[src/rtl/matrix_pkg.sv]
// matrix_pkg: shared types, default geometry and width helper for the LED matrix scan driver
package matrix_pkg;

    typedef enum logic [1:0] {IDLE, BLANK, DRIVE} state_t;

    localparam int ROWS_DEF = 7;
    localparam int COLS_DEF = 5;

    function automatic int clog2_min1(input int n);
        return (n > 1) ? $clog2(n) : 1;
    endfunction

endpackage

[src/rtl/matrix_col_decode.sv]
// matrix_col_decode: active-low row pattern for one column from a set of (row, col) points
module matrix_col_decode
    import matrix_pkg::*;
#(
    parameter int ROWS = ROWS_DEF,
    parameter int COLS = COLS_DEF,
    parameter int NPTS = 2,
    parameter int RW   = clog2_min1(ROWS),
    parameter int CW   = clog2_min1(COLS)
) (
    input  logic [NPTS*RW-1:0] pt_row,
    input  logic [NPTS*CW-1:0] pt_col,
    input  logic [NPTS-1:0]    pt_vld,
    input  logic [CW-1:0]      col_idx,
    output logic [ROWS-1:0]    row_pat
);

    // col_idx is always a legal column, so a column match also rejects out-of-range columns;
    // out-of-range rows never match any r below ROWS
    always_comb begin
        row_pat = '1;
        for (int k = 0; k < NPTS; k++)
            for (int r = 0; r < ROWS; r++)
                if (pt_vld[k] && pt_row[k*RW +: RW] == RW'(r) && pt_col[k*CW +: CW] == col_idx)
                    row_pat[r] = 1'b0;
    end

endmodule

[src/rtl/matrix_scan_driver.sv]
// matrix_scan_driver: column-multiplexed LED matrix driver with per-frame point snapshot
module matrix_scan_driver
    import matrix_pkg::*;
#(
    parameter int ROWS      = ROWS_DEF,
    parameter int COLS      = COLS_DEF,
    parameter int NPTS      = 2,
    parameter int DWELL     = 1000,
    parameter int BLANK_CYC = 2,
    parameter int RW        = clog2_min1(ROWS),
    parameter int CW        = clog2_min1(COLS)
) (
    input  logic               clk,
    input  logic               rst,
    input  logic               en,
    input  logic [NPTS*RW-1:0] pt_row,
    input  logic [NPTS*CW-1:0] pt_col,
    input  logic [NPTS-1:0]    pt_vld,
    output logic [ROWS-1:0]    row_n,
    output logic [COLS-1:0]    col,
    output logic               frame_start,
    output logic               busy
);

    localparam int CNTW = clog2_min1((DWELL > BLANK_CYC) ? DWELL : BLANK_CYC);
    localparam logic [CNTW-1:0] DWELL_LAST = CNTW'(DWELL - 1);
    localparam logic [CNTW-1:0] BLANK_LAST = CNTW'(BLANK_CYC - 1);
    localparam logic [CW-1:0]   COL_LAST   = CW'(COLS - 1);

    state_t              state, state_nxt;
    logic [CNTW-1:0]     cnt, cnt_nxt;
    logic [CW-1:0]       col_idx, idx_nxt;
    logic [NPTS*RW-1:0]  snap_row;
    logic [NPTS*CW-1:0]  snap_col;
    logic [NPTS-1:0]     snap_vld;
    logic [ROWS-1:0]     row_pat, row_nxt;
    logic [COLS-1:0]     col_nxt;
    logic                fs_nxt, busy_nxt;

    matrix_col_decode #(.ROWS(ROWS), .COLS(COLS), .NPTS(NPTS), .RW(RW), .CW(CW)) u_decode (
        .pt_row  (snap_row),
        .pt_col  (snap_col),
        .pt_vld  (snap_vld),
        .col_idx (idx_nxt),
        .row_pat (row_pat)
    );

    // state, counters and the frame snapshot; the snapshot is refreshed on every edge that starts column 0
    always_ff @(posedge clk or posedge rst) begin
        if (rst) begin
            state    <= IDLE;
            cnt      <= '0;
            col_idx  <= '0;
            snap_row <= '0;
            snap_col <= '0;
            snap_vld <= '0;
        end else begin
            state   <= state_nxt;
            cnt     <= cnt_nxt;
            col_idx <= idx_nxt;
            if (fs_nxt) begin
                snap_row <= pt_row;
                snap_col <= pt_col;
                snap_vld <= pt_vld;
            end
        end
    end

    // next-state: dropping en wins from any state; BLANK and DRIVE each count to their terminal value
    always_comb begin
        state_nxt = state;
        cnt_nxt   = cnt;
        idx_nxt   = col_idx;
        if (!en || state == IDLE) begin
            state_nxt = en ? BLANK : IDLE;
            cnt_nxt   = '0;
            idx_nxt   = '0;
        end else if (state == BLANK) begin
            state_nxt = (cnt == BLANK_LAST) ? DRIVE : BLANK;
            cnt_nxt   = (cnt == BLANK_LAST) ? '0 : cnt + 1'b1;
        end else begin
            state_nxt = (cnt == DWELL_LAST) ? BLANK : DRIVE;
            cnt_nxt   = (cnt == DWELL_LAST) ? '0 : cnt + 1'b1;
            idx_nxt   = (cnt != DWELL_LAST) ? col_idx : (col_idx == COL_LAST) ? '0 : col_idx + 1'b1;
        end
    end

    // output values for the coming cycle, derived from the next state so the pins can be registered
    always_comb begin
        fs_nxt   = state_nxt == BLANK && state != BLANK && idx_nxt == '0;
        busy_nxt = state_nxt != IDLE;
        row_nxt  = (state_nxt == DRIVE) ? row_pat : '1;
        col_nxt  = (state_nxt == DRIVE) ? COLS'(1) << idx_nxt : '0;
    end

    // registered pins: dark and idle under reset
    always_ff @(posedge clk or posedge rst) begin
        if (rst) begin
            row_n       <= '1;
            col         <= '0;
            frame_start <= 1'b0;
            busy        <= 1'b0;
        end else begin
            row_n       <= row_nxt;
            col         <= col_nxt;
            frame_start <= fs_nxt;
            busy        <= busy_nxt;
        end
    end

endmodule

[config.mk]
export PLATFORM = sky130hd
export DESIGN_NAME = matrix_scan_driver
export DESIGN_NICKNAME = d
export VERILOG_FILES = /design/src/rtl/matrix_pkg.sv /design/src/rtl/matrix_col_decode.sv /design/src/rtl/matrix_scan_driver.sv
export SDC_FILE = /design/constraint.sdc
export NUM_CORES = 1
export LEC_CHECK = 0
export CELL_PAD_IN_SITES_DETAIL_PLACEMENT = 1
export CELL_PAD_IN_SITES_GLOBAL_PLACEMENT = 2
export CORE_MARGIN = 2
export CORE_UTILIZATION = 37
export CTS_CLUSTER_DIAMETER = 30
export CTS_CLUSTER_SIZE = 40
export DETAILED_ROUTE_END_ITERATION = 7
export DONT_BUFFER_PORTS = 1
export GPL_ROUTABILITY_DRIVEN = 0
export PLACE_DENSITY = 0.83
export SYNTH_ARGS = -nofsm -noshare
export SYNTH_HDL_FRONTEND = slang
export SYNTH_SLANG_ARGS = --single-unit
[constraint.sdc]
create_clock -name clk -period 2.2 [get_ports clk]
set_input_delay 0.44 -clock clk [delete_from_list [all_inputs] [get_ports clk]]
set_output_delay 0.44 -clock clk [all_outputs]
set_load 0.05 [all_outputs]
==> results.yml, run 1 <==
cts:
  cts_root_buffer: "clkbuf_8"
  clk_latency_ps: 290
  cts_tree: "yes"
  cts-htree-levels: 2
  clk_pin_slew_ps: 80
  cts_hold_buf: 0
  cts_buffer_depth: 2
  numCtsBuffers: 5
  clock_sinks: 43
logic_synthesis:
  yosys-top-cells-area: "dfrtp_1, dfstp_2, mux2_1, nor2_1, xor2_1"
  synth_area_sq_mm: 0.00215
  synth-seq-cells: 43
  synth.avg_cell_area_sq_um: 11.4
  synth_edf_count: 0
  syn_inst: 189
  async_reset_ff_share_pct: 100
  yosys-top-cells-count: "dfrtp_1, nor2_1, nand2_1"
  yosysMostFrequentCell: "dfrtp_1"
  synth_nets: 210
  synth_top_area_cell: "dfrtp_1"
  yosysWarnings: 0
  ys_types: 48
  ys.flop_type: "dfrtp_1"
  synth_top_cell_area_share_pct: 41.9
  seq_area_frac_synth_pct: 50.5
power_and_ir_drop:
  power.total_uw: 1680
  p_per_area_mw_per_mm2: 636
  ir_drop_mv: 0.299
  power.leakage_uw: 0.00110
timing:
  whs_ps: 103
  finalSetupTns_ps: -714
  fmax_ghz: 0.442
  finalCritPeriodShare_pct: 103
  final-hold-violation-count: 0
  period_minus_slack_ps: 2260
  setup_violations: 17
  setup_slack_ps: -60.3
  slew_viol_final: 0
  grt_setup_unrepaired: "true"
  clock_skew_ps: 4.64
  maxSlewHeadroom_pct: 44.0
  worst_slew_pin_slew_ps: 834
placement:
  dp_cells: 280
  hpwl_mm: 3.81
  port-buffer-count: 0
  place_ws_ps: -146
final_layout:
  drive_gt1_share_pct: 30.8
  num_antenna_cells: 0
  fin_cells: 293
  final_net_count: 241
  area_growth_pct: 22.6
critical_path:
  r2r-start: "cnt[4]"
  required_ps: 2370
  cpMaxStageDelayCell: "dfrtp_1"
  r2r_slack_ps: -60
  critPathMaxStageDelay_ps: 380
  crit_type: "reg2reg"
  end_kind: "flop"
  arrival_ps: 2430
  worstPathCellList: "and4bb_4 > nand4_4 > o211ai_1 > nand2_2 > nor4b_4 > buf_12 > mux2_2"
  cp-endpoint: "snap_row[5]"
  startpoint: "cnt[4]"
  crit_path_max_fanout: 15
  ff2ff_path_depth: 7
  rr_endpoint: "snap_row[5]"
  worstSetupStartpointType: "flop"
drt:
  vias: 1602
  wl_per_cell_um: 17.2
  ant_nets: 0
  dr.pass1.iters: 4
  drt_iter0_drc: 54
  wirelength_mm: 5.04
  drc_errors: 0
  drt-vias-per-instance: 5.47
run_status:
  status: "complete, but fails checks"
  violations: "negative setup slack"
floorplan:
  dieArea_sq_mm: 0.00644
  die_w_um: 80.2
  initial_core_util_pct: 38.6
  std_cell_rows: 27
  dieHeight_um: 80.2
  pin_count: 31
  core_sq_mm: 0.00557
global_route:
  grt_overflow_total: 0
  antenna_found_initial: 0
  track_usage_pct: 17.3
  grt_pass1_vias: 1731
  grt_max_degree: 24
  grt_pass1_wl_mm: 8.49
flow_run:
  cap_violations: 0
hold_path:
  worstHoldPathType: "in2async"
worst min-delay path by stage:
stage,slack [ps],depth (start not counted),to
after global routing,130,1,snap_row[5]
after global placement,420,1,snap_row[5]
after detailed placement,430,1,snap_row[5]
after floorplan,450,1,snap_vld[0]
after CTS,110,1,snap_row[5]
final,100,1,snap_row[4]
critical path, delay by kind of cell, from the launching register on:
kind,cells,cell delay (ps)
multiplexers,1,340
AO/OA/AOI/OAI,1,280
buffers and inverters,1,200
AND/OR/NAND/NOR,4,940
flip-flops,1,380
layout make-up:
class | instances | area, sq um
Timing Repair Buffer | 28 | 235
Fill cell | 620 | 2940
Clock inverter | 1 | 5.00
Multi-Input combinational cell | 135 | 1120
Tap cell | 72 | 90.1
Clock buffer | 7 | 76.3
Sequential cell | 43 | 1080
Inverter | 7 | 26.3
logic make-up (layout without fill, tap and decap cells):
logic type	Yosys count	after routing	share of synthesized area, %
multiplexers	17	17	8.96
adder cells (fa/ha/maj)	4	4	2.33
flip-flops	43	43	50.5
XOR/XNOR	11	11	4.48
buffers and inverters	12	43	2.50
AO/OA/AOI/OAI	31	31	12.0
AND/OR/NAND/NOR	71	72	19.2
metal layers:
| layer | vias to the layer above | GRT usage [%] | routed length (um) | share of wire (%) |
|---|---|---|---|---|
| met2 | 25 | 30.1 | 2630 | 52 |
| met1 | 824 | 21.4 | 2220 | 44 |
| met3 | 5 | 4.04 | 144 | 2.9 |
| met5 | - | 0 | 0 | 0 |
| met4 | 0 | 4.58 | 41 | 0.81 |
| li1 | 748 | - | - | - |
state kept, by name, indices dropped and copies added (netlist names):
signal and count:
col 5, snap_col 6, snap_vld 2, busy 1, cnt 10, col_idx 3, state 2, frame_start 1
snap_row 6, row_n 7
per-stage QoR:
step | instance area, sq um | util, %
final | 2640 | 47.3
after global routing | 2640 | 47.3
after CTS | 2580 | 46.3
after floorplan | 2170 | -
after global placement | 2430 | 43.7
after detailed placement | 2430 | 43.7
power by group:
group / switching (uW) / internal [uW] / total, uW
Sequential: 80.2 / 853 / 933
Combinational: 136 / 138 / 275
Clock: 246 / 223 / 468
Total: 462 / 1210 / 1680
cells in the final DEF (no fill, tap or decap), types with 2 or more instances in the layout:
cell type and count:
or3_4 2, dfrtp_1 36, and2_1 2, nor2_1 19
o21ai_1 4, xor2_1 7, mux2_2 5, mux2_4 2
o211ai_1 4, a211oi_1 2, nand2_1 14, a2111oi_4 3
a21oi_1 3, clkbuf_1 2, nor3b_1 2, buf_12 2
mux2_1 8, and3_1 5, nor4_1 2, a32oi_1 5
nand3_1 6, ha_1 3, buf_4 26, clkbuf_8 5
nor3_1 3, inv_1 6, dfstp_2 7, o21a_1 2
xnor2_1 3, nor2b_1 4
what timing repair did:
| item | in CTS | in global routing |
|---|---|---|
| setup endpoints to repair | 21 | 21 |
| gates resized for setup | 8 | 7 |
| endpoints found under the hold margin | 0 | 0 |
| setup buffers | 1 | 3 |
| pin swaps | 7 | 5 |
| gates cloned | 1 | 0 |
Note: power is estimated with default switching activity, not from simulation.
==> run 2: changes to the inputs <==
--- a/config.mk
+++ b/config.mk
@@ -8,13 +8,13 @@
 export CELL_PAD_IN_SITES_DETAIL_PLACEMENT = 1
 export CELL_PAD_IN_SITES_GLOBAL_PLACEMENT = 2
 export CORE_MARGIN = 2
-export CORE_UTILIZATION = 37
+export CORE_UTILIZATION = 35
 export CTS_CLUSTER_DIAMETER = 30
 export CTS_CLUSTER_SIZE = 40
 export DETAILED_ROUTE_END_ITERATION = 7
 export DONT_BUFFER_PORTS = 1
 export GPL_ROUTABILITY_DRIVEN = 0
-export PLACE_DENSITY = 0.83
+export PLACE_DENSITY = 0.8
 export SYNTH_ARGS = -nofsm -noshare
 export SYNTH_HDL_FRONTEND = slang
 export SYNTH_SLANG_ARGS = --single-unit
==> run 2 against run 1 <==
The run still ends with negative setup slack left. First-iteration DRC count down 54%. Die area up 5.4%. Combinational power up 6%. Hold slack worse by 25 ps. Sequential cell count unchanged. Final cell count up 2.7%. Maximum frequency down 0.25%. Register-to-register slack about the same. Global-route usage down 0.18 points. Non-clock buffer count up 6. Highest routed layer unchanged.
==> results.yml, run 2 (same netlist as run 1, synthesis figures left out) <==
timing:
  setup_slack_ps: -66.0
  maxSlewHeadroom_pct: 45.5
  setup_violations: 16
  worst_slew_pin_slew_ps: 812
  whs_ps: 78.5
  clock_skew_ps: 5.99
  final-hold-violation-count: 0
  grt_setup_unrepaired: "true"
  period_minus_slack_ps: 2270
  slew_viol_final: 0
  finalSetupTns_ps: -565
  finalCritPeriodShare_pct: 103
  fmax_ghz: 0.441
cts:
  cts_root_buffer: "clkbuf_8"
  cts_tree: "yes"
  numCtsBuffers: 5
  clk_pin_slew_ps: 80
  clk_latency_ps: 300
  cts-htree-levels: 2
  clock_sinks: 43
  cts_buffer_depth: 2
power_and_ir_drop:
  ir_drop_mv: 0.364
  p_per_area_mw_per_mm2: 634
  power.leakage_uw: 0.00114
global_route:
  grt_pass1_wl_mm: 8.54
  grt_overflow_total: 0
  antenna_found_initial: 0
  grt_pass1_vias: 1680
  grt_max_degree: 24
  track_usage_pct: 17.1
drt:
  drc_errors: 0
  dr.pass1.iters: 4
  ant_nets: 0
  drt_iter0_drc: 25
  wirelength_mm: 5.27
  vias: 1588
  wl_per_cell_um: 17.5
  drt-vias-per-instance: 5.28
critical_path:
  required_ps: 2380
  critPathMaxStageDelay_ps: 370
  cpMaxStageDelayCell: "dfrtp_1"
  startpoint: "cnt[1]"
  critPathTopFamily: "simple AND/OR/NAND/NOR gates"
  crit_type: "reg2reg"
  worstPathCellList: "ha_2 > and2_4 > nand4_4 > o211ai_1 > nand2_2 > nor4b_4 > buf_12 > mux2_2"
  arrival_ps: 2450
  r2r-start: "cnt[1]"
  worstSetupStartpointType: "flop"
  rr_endpoint: "snap_row[3]"
  ff2ff_path_depth: 8
  r2r_slack_ps: -70
  crit_path_max_fanout: 15
  critPathBufInv: 1
  end_kind: "flop"
final_layout:
  area_growth_pct: 25.7
  drive_gt1_share_pct: 35.0
  top_register: "cnt"
  reg.largest.list: "cnt (10), row_n (7)"
  final_net_count: 246
  final_cell_mix: "dfrtp_1, buf_4, nor2_1"
  nFillCells: 633
  num_antenna_cells: 0
  largest_register_ffs: 10
  final_common_cell: "dfrtp_1"
placement:
  port-buffer-count: 0
  hpwl_mm: 3.94
floorplan:
  initial_core_util_pct: 36.3
  std_cell_rows: 28
  dieHeight_um: 82.4
  pin_count: 31
  die_w_um: 82.4
  dieArea_sq_mm: 0.00678
  core_sq_mm: 0.00592
run_status:
  status: "complete, but fails checks"
  violations: "negative setup slack"
flow_run:
  cap_violations: 0
hold_path:
  worstHoldPathType: "in2async"
run 2: cell types whose count changed in the layout (fill, tap and decap cells not counted), sizes merged:
| cell | previous run | this run |
|---|---|---|
| clkinvlp | 0 | 1 |
| buf | 28 | 34 |
| clkbuf | 7 | 6 |
| nand4 | 3 | 2 |
run 2: metrics by stage:
step                total power [uW]  utilization (%)  worst slack, ps  cells  cell area (sq um)
floorplan                       1110                -             -150    189               2170
global placement                1210             42.3            -30.3    292               2510
detailed placement              1220             42.3             -128    292               2510
CTS                             1720             44.6            -16.6    300               2640
global route                    1800             45.6             -164    301               2700
finish                          1710             45.6            -66.0    301               2700
run 2: repair_timing:
item | 4_1_cts | 5_1_grt
setup endpoints to repair | 21 | 22
hold buffers | 0 | 0
buffers inserted | 0 | 1
cloned | 0 | 0
resized for setup | 9 | 11
endpoints found under the hold margin | 0 | 0
pin swaps | 0 | 2
run 2: how the worst max path moves through the flow:
stage / endpoint / slack [ps] / cells past startpoint
after global routing: snap_row[3] / -160 / 7
final: snap_row[3] / -70 / 8
after global placement: row_n[5] / -30 / 8
after detailed placement: row_n[5] / -130 / 8
after CTS: snap_row[3] / -20 / 7
after floorplan: snap_col[0] / -150 / 9
run 2: power breakdown:
group          internal (uW)  switching, uW
clock network            222            262
logic                    147            144
registers                853           83.9
run 2: layout make-up:
class                      instances  area [sq um]  share of cell area [%]
clock buffer                       6          72.6                    2.69
clock inverter                     2          12.5                   0.463
inverter                           7          26.3                   0.973
multi-input combinational        134          1130                    41.7
sequential                        43          1090                    40.2
tap                               75          93.8                    3.47
timing repair buffer              34           284                    10.5
run 2: layer usage:
| layer | global-route usage [%] | up-vias | routed length, um |
|---|---|---|---|
| li1 | - | 746 | - |
| met1 | 22.7 | 809 | 2440 |
| met2 | 27.5 | 26 | 2580 |
| met3 | 3.91 | 7 | 168 |
| met4 | 5.50 | 0 | 82 |
| met5 | 0 | - | 0 |
